### src/rtl/stream_arb2to1.sv
// Two-input valid/ready stream arbiter with a registered output stage.
// Ports: clk, rst (async high); in1_*/in2_* sources; out_* sink; sel (1=in1).
module stream_arb2to1 #(
    parameter int INPUT_WIDTH = 8
) (
    input  logic                   clk,
    input  logic                   rst,
    input  logic                   in1_valid,
    output logic                   in1_ready,
    input  logic [INPUT_WIDTH-1:0] in1_data,
    input  logic                   in1_last,
    input  logic                   in2_valid,
    output logic                   in2_ready,
    input  logic [INPUT_WIDTH-1:0] in2_data,
    input  logic                   in2_last,
    output logic                   out_valid,
    input  logic                   out_ready,
    output logic [INPUT_WIDTH-1:0] out_data,
    output logic                   out_last,
    output logic                   sel
);

    typedef enum logic [1:0] {
        IDLE  = 2'd0,
        LOCK1 = 2'd1,
        LOCK2 = 2'd2
    } state_t;

    state_t state;
    state_t state_nxt;
    // 1 = in1 wins a tie, 0 = in2 wins a tie
    logic   ptr;
    logic   ptr_nxt;

    logic   slot_free;
    logic   grant1;
    logic   grant2;
    logic   xfer1;
    logic   xfer2;

    // Output slot can take a beat if empty or being drained this cycle.
    assign slot_free = !out_valid || out_ready;

    always_comb begin
        grant1 = 1'b0;
        grant2 = 1'b0;
        unique case (state)
            IDLE: begin
                grant1 = in1_valid && (!in2_valid || ptr);
                grant2 = in2_valid && (!in1_valid || !ptr);
            end
            LOCK1: grant1 = 1'b1;
            LOCK2: grant2 = 1'b1;
            default: begin
                grant1 = 1'b0;
                grant2 = 1'b0;
            end
        endcase
    end

    assign in1_ready = !rst && grant1 && slot_free;
    assign in2_ready = !rst && grant2 && slot_free;
    assign xfer1     = in1_valid && in1_ready;
    assign xfer2     = in2_valid && in2_ready;

    // Grant stays locked until the packet's last beat is accepted;
    // the tie-break pointer only moves on that last beat.
    always_comb begin
        state_nxt = state;
        ptr_nxt   = ptr;
        if (xfer1) begin
            if (in1_last) begin
                state_nxt = IDLE;
                ptr_nxt   = 1'b0;
            end else begin
                state_nxt = LOCK1;
            end
        end else if (xfer2) begin
            if (in2_last) begin
                state_nxt = IDLE;
                ptr_nxt   = 1'b1;
            end else begin
                state_nxt = LOCK2;
            end
        end
    end

    always_ff @(posedge clk or posedge rst) begin
        if (rst) begin
            state <= IDLE;
            ptr   <= 1'b1;
        end else begin
            state <= state_nxt;
            ptr   <= ptr_nxt;
        end
    end

    // A new beat overwrites the slot even while the old one drains,
    // giving back-to-back beats without a bubble.
    always_ff @(posedge clk or posedge rst) begin
        if (rst) begin
            out_valid <= 1'b0;
            out_data  <= '0;
            out_last  <= 1'b0;
            sel       <= 1'b0;
        end else if (xfer1) begin
            out_valid <= 1'b1;
            out_data  <= in1_data;
            out_last  <= in1_last;
            sel       <= 1'b1;
        end else if (xfer2) begin
            out_valid <= 1'b1;
            out_data  <= in2_data;
            out_last  <= in2_last;
            sel       <= 1'b0;
        end else if (out_ready) begin
            out_valid <= 1'b0;
        end
    end

endmodule

### config.mk
export PLATFORM = sky130hd
export DESIGN_NAME = stream_arb2to1
export DESIGN_NICKNAME = d
export VERILOG_FILES = /design/src/rtl/stream_arb2to1.sv
export SDC_FILE = /design/constraint.sdc
export NUM_CORES = 1
export LEC_CHECK = 0
export CORE_MARGIN = 8
export CORE_UTILIZATION = 36
export CTS_BUF_LIST = sky130_fd_sc_hd__clkbuf_4 sky130_fd_sc_hd__clkbuf_8
export CTS_CLUSTER_DIAMETER = 150
export DETAILED_ROUTE_END_ITERATION = 6
export HOLD_SLACK_MARGIN = 0.15
export MAX_ROUTING_LAYER = met4
export PLACE_DENSITY = 0.76
export SETUP_SLACK_MARGIN = 0.05
export SLEW_MARGIN = 15
export SYNTH_ARGS = -nofsm -noshare
export SYNTH_HDL_FRONTEND = slang
export SYNTH_SLANG_ARGS = --single-unit
### constraint.sdc
create_clock -name clk -period 1.4 [get_ports clk]
set_clock_uncertainty 0.05 [all_clocks]
set_input_delay 0.35 -clock clk [delete_from_list [all_inputs] [get_ports clk]]
set_output_delay 0.35 -clock clk [all_outputs]
set_load 0.01 [all_outputs]
---- Word level (Yosys, flattened, before mapping) ----
Cells that the tools add are included.
operators by class
  $add $sub $neg .......................... 0
  multipliers ............................. 0
  divide/modulo/power cells ............... 0
  order comparisons ....................... 0
  equal/unequal tests ..................... 3
  shift operators ......................... 0
  mux-type cells .......................... 19
  bitwise gates (word level) .............. 0
  reduce and logical (&&, ||, !) cells .... 21
operator list
  cell                  number
  $mux W8               2
  $mux W1               12
  $logic_and A1 B1 Y1   8
  $mux W2               3
  $logic_not A1 Y1      5
  $pmux W1 S2           2
  $reduce_bool A2 Y1    2
  $logic_or A1 B1 Y1    3
  $reduce_and A3 Y1     1
  $reduce_bool A3 Y1    1
  $eq A2 B1 Y1 const B  1
  $eq A2 B2 Y1 const B  1
  $logic_not A2 Y1      1
  $ne A2 B2 Y1 const B  1
word-level totals
  bits in registers ....................... 14
  bits in latches ......................... 0
  RAM bits ................................ 0
  bits in read-only memories .............. 0
  input port bits ......................... 23
  output and inout port bits .............. 13
  logic and storage cells ................. 49
  memories kept ........................... 0

---- Depth between registers and ports, before layout ----
  depth in word-level cells ............... 9
  mapped depth ............................ 5
  gate-level depth less buffers ........... 4

---- Worst setup path after synthesis ----
Ideal clock, no wire load.
  path kind ............................... flip-flop to output port
  from .................................... register out_valid
  to ...................................... output in1_ready
  arrival ................................. 1.199 ns
  data required time ...................... 1.000 ns
  setup slack ............................. -0.199 ns
  stages on the path, launching flop included .. 4
  buffers on the path ..................... 0
  path through ............................ dfrtp_1 -> nor2b_1 -> or2_2 -> nor3_1
between the ends
  longest elaborated chain between the ends .. 3
RTL lines
  item                      RTL line  source
  start: declaration        16        output logic out_valid,
  start signal: assignment  102       out_valid <= 1'b0;
  start signal: assignment  107       out_valid <= 1'b1;
  start signal: assignment  112       out_valid <= 1'b1;
  $logic_not A1 Y1          42        assign slot_free = !out_valid || out_ready;
  $logic_or A1 B1 Y1        42
  $logic_and A1 B1 Y1       61        assign in1_ready = !rst && grant1 && slot_free;
  end: declaration          9         output logic in1_ready,
Every way passes these cells.

---- Worst setup path in the final report ----
  from .................................... register ptr
  to ...................................... output in1_ready
between the ends
  longest elaborated chain between the ends .. 5
RTL lines
  item                              RTL line  source
  start: declaration                32        logic ptr;
  start signal: assignment          94        ptr <= ptr_nxt;
  $logic_or A1 B1 Y1                49        grant1 = in1_valid && (!in2_valid || ptr);
  $logic_and A1 B1 Y1               49
  $pmux W1 S2                       47        unique case (state)
  $logic_and A1 B1 Y1 (2 in a row)  61
Every way passes these cells.

==> results by group <==
Floorplan
  – Boundary Pins: 36
  – Die W: 60.6 um
  – DIE AREA: 3670 um^2
  – FP Rows: 16
  – Die Ht: 60.6 um
  – Initial Util: 0.372
  – Std-Cell Core Area: 1920 um^2

Detailed routing
  – 1st-pass router iterations: 4
  – DR vias: 1024
  – WL/cell: 24.5 um
  – Remaining DRCs: 0
  – Via density: 5.66
  – Routed WL: 4.43 mm
  – Routed Antenna Nets: 0
  – DR iter-0 viols: 46

Critical path
  – Critical Path RT: 1.00 ns
  – R2r setup slk: -0.33 ns
  – Critical path class: reg2out
  – Slowest cell on crit path: dfstp_2
  – Critical path peak fanout: 3
  – Max stage delay on crit path: 0.58 ns
  – Data arrival, critical path: 1.37 ns
  – CP Capture Type: primary output
  – Crit path launch type: register
  – Critical path, cell by cell: or2b_1, a21oi_2, nor3_4, buf_2

Global route
  – Total GRT Usage: 0.207
  – Initial antenna violation count: 0
  – First-pass GRT wire length: 5.37 mm
  – Remaining Overflow, GRT: 0
  – Vias in the first global route: 1054
  – Largest net degree at the start of global routing: 9

Synth
  – Synth warnings: 0
  – Ranking of synthesized cells by area: dfrtp_1 46%, nand2_1 9.5%, a31oi_1 7.0%, a21oi_1 6.3%, nor2_1 4.2%
  – Yosys cell types: 22
  – Number of synthesized register bits: 14
  – Syn Inst Count: 79
  – Area leader, netlist: dfrtp_1
  – Mapped Nets: 102
  – Synth Cell Area: 714 um^2
  – Area share of the largest cell type after synthesis: 0.455
  – Synthesized area per cell: 9.04 um^2
  – Register area share after synthesis: 0.492

Timing
  – Worst-Margin Slew: 0.319 ns
  – Endpoints failing setup: 16
  – Tmin final: 1.77 ns
  – Worst Slack Setup Final: -0.366 ns
  – Final Cycle Share: 1.26
  – RSZ-0062 raised after global routing: true
  – Final hold vios: 0
  – Fmax: 566 MHz
  – Rel. slew slack: 0.786
  – Slew Viols, Final: 0

Finish
  – Area Growth Syn to Fin: 135%
  – Final #Nets: 178
  – Final core utilization: 0.875
  – # diodes: 0
  – Layout cells sized above 1: 0.578
  – Number of fill cells in the layout: 82

Place
  – Pre-CTS setup slack: -0.835 ns
  – Half-perimeter wire length after placement: 1.82 mm
  – GPL Wtd Cong: 0.837
  – Number of port buffers: 35

CTS
  – CTS Root Cell: clkbuf_4
  – Clock Tree Buf Depth: 2
  – Clock buffer count from CTS: 3
  – Clk sinks: 14
  – CTS tree: yes
  – Hold-fix buffers, CTS: 0
  – Clk slew on worst S/H paths: 0.10 ns
  – Clk Latency, worst-skew pair: 0.29 ns
  – H-tree depth: 1

Power
  – Worst vdd ir: 1360 uV
  – Cell Pwr Density: 1870 nW/um^2
  – Static leakage: 0.000733 uW

Status
  – Outcome: finished, violations left
  – Failing checks: setup timing

Run
  – MaxCap Viol Count: 0

Worst hold path
  – Worst Hold Class: in2async
==> layout by cell type, fill, tap and decap left out, drive strengths merged <==
cell type | netlist | routed
dlymetal6s2s | 0 | 1
nand2 | 18 | 18
dfrtp | 13 | 13
clkdlybuf4s50 | 0 | 18
a211oi | 1 | 1
o32ai | 2 | 2
dfstp | 1 | 1
o21a | 1 | 1
nor2b | 2 | 2
a21oi | 9 | 9
clkbuf | 1 | 14
dlygate4sd2 | 0 | 3
inv | 2 | 2
nor2 | 9 | 9
nand2b | 2 | 2
nor3 | 3 | 3
a31oi | 9 | 9
o21ai | 1 | 1
or2b | 1 | 1
buf | 2 | 42
or2 | 2 | 2
==> flip-flops by register name (all words and copies together), names as in the netlist <==
register,count
ptr,1
out_valid,1
out_data,8
state,2
sel,1
out_last,1
==> layout make-up <==
class                      instances  area [um^2]  area share
sequential                        14          352       0.209
inverter                           2         7.51     0.00446
multi-input combinational         60          527       0.313
timing repair buffer              74          726       0.432
tap                               27         33.8      0.0201
clock buffer                       4         36.3      0.0216
==> critical path: cells and delay by family (launching register included) <==
family,cells,cell delay (ns)
AO/OA/AOI/OAI,1,0.07
buffers and inverters,1,0.16
flip-flops,1,0.58
AND/OR/NAND/NOR,2,0.27
==> timing repair <==
action	CTS	global route
setup endpoints to repair	26	27
gates resized for setup	62	33
setup buffers	12	7
pin swaps	8	5
gates cloned	4	0
==> stage by stage <==
step                power [uW]  area, um^2  setup TNS [ns]  hold slack, ns  cells
floorplan                 1320         759         -0.0222           0.189     79
global placement          1930        1260           -7.65           0.480    155
detailed placement        1970        1260           -8.22           0.489    155
CTS                       2690        1580           -1.95           0.468    175
global route              3270        1680           -4.20           0.271    181
finish                    3140        1680           -3.74           0.235    181
==> synth_stat cells <==
master,n
a31oi_2,1
buf_4,1
a21oi_1,9
o21a_1,1
nor3_1,3
a211oi_4,1
nor2_2,1
dfrtp_1,13
clkbuf_1,1
or2_2,2
dfstp_2,1
nand2_1,18
buf_6,1
a31oi_1,8
o32ai_1,2
nor2b_1,2
o21ai_2,1
nand2b_4,1
nand2b_1,1
nor2_1,8
inv_1,2
or2b_1,1
==> where the power goes <==
group	switching [uW]	internal [uW]
sequential	187	601
clock	150	158
combinational	953	1090
==> metal layers <==
| layer | up-vias | global-route usage | share of wire |
|---|---|---|---|
| li1 | 428 | - | - |
| met3 | 18 | 0.0424 | 0.065 |
| met4 | 0 | 0.0963 | 0.039 |
| met1 | 517 | 0.219 | 0.38 |
| met5 | - | - | 0 |
| met2 | 61 | 0.363 | 0.52 |
==> worst paths after layout <==
kind / startpoint / to / depth (start not counted)
hold / removal: rst / out_data[1] / 4
setup / recovery: ptr / in1_ready / 4
setup reg to reg: state[1] / out_data[7] / 7
max in group asynchronous: rst / ptr / 4
hold reg to reg: out_data[2] / out_data[2] / 2
min in group clk: out_data[2] / out_data[2] / 2
==> logic make-up (layout without fill, tap and decap cells) <==
group,Yosys count,after routing,share of synthesized area
and+or+nand+nor,37,37,0.240
buffers and inverters,5,80,0.0420
DFF,14,14,0.492
AOI/OAI and AO/OA,23,23,0.226
No activity file was read; power rests on OpenSTA's default activity.
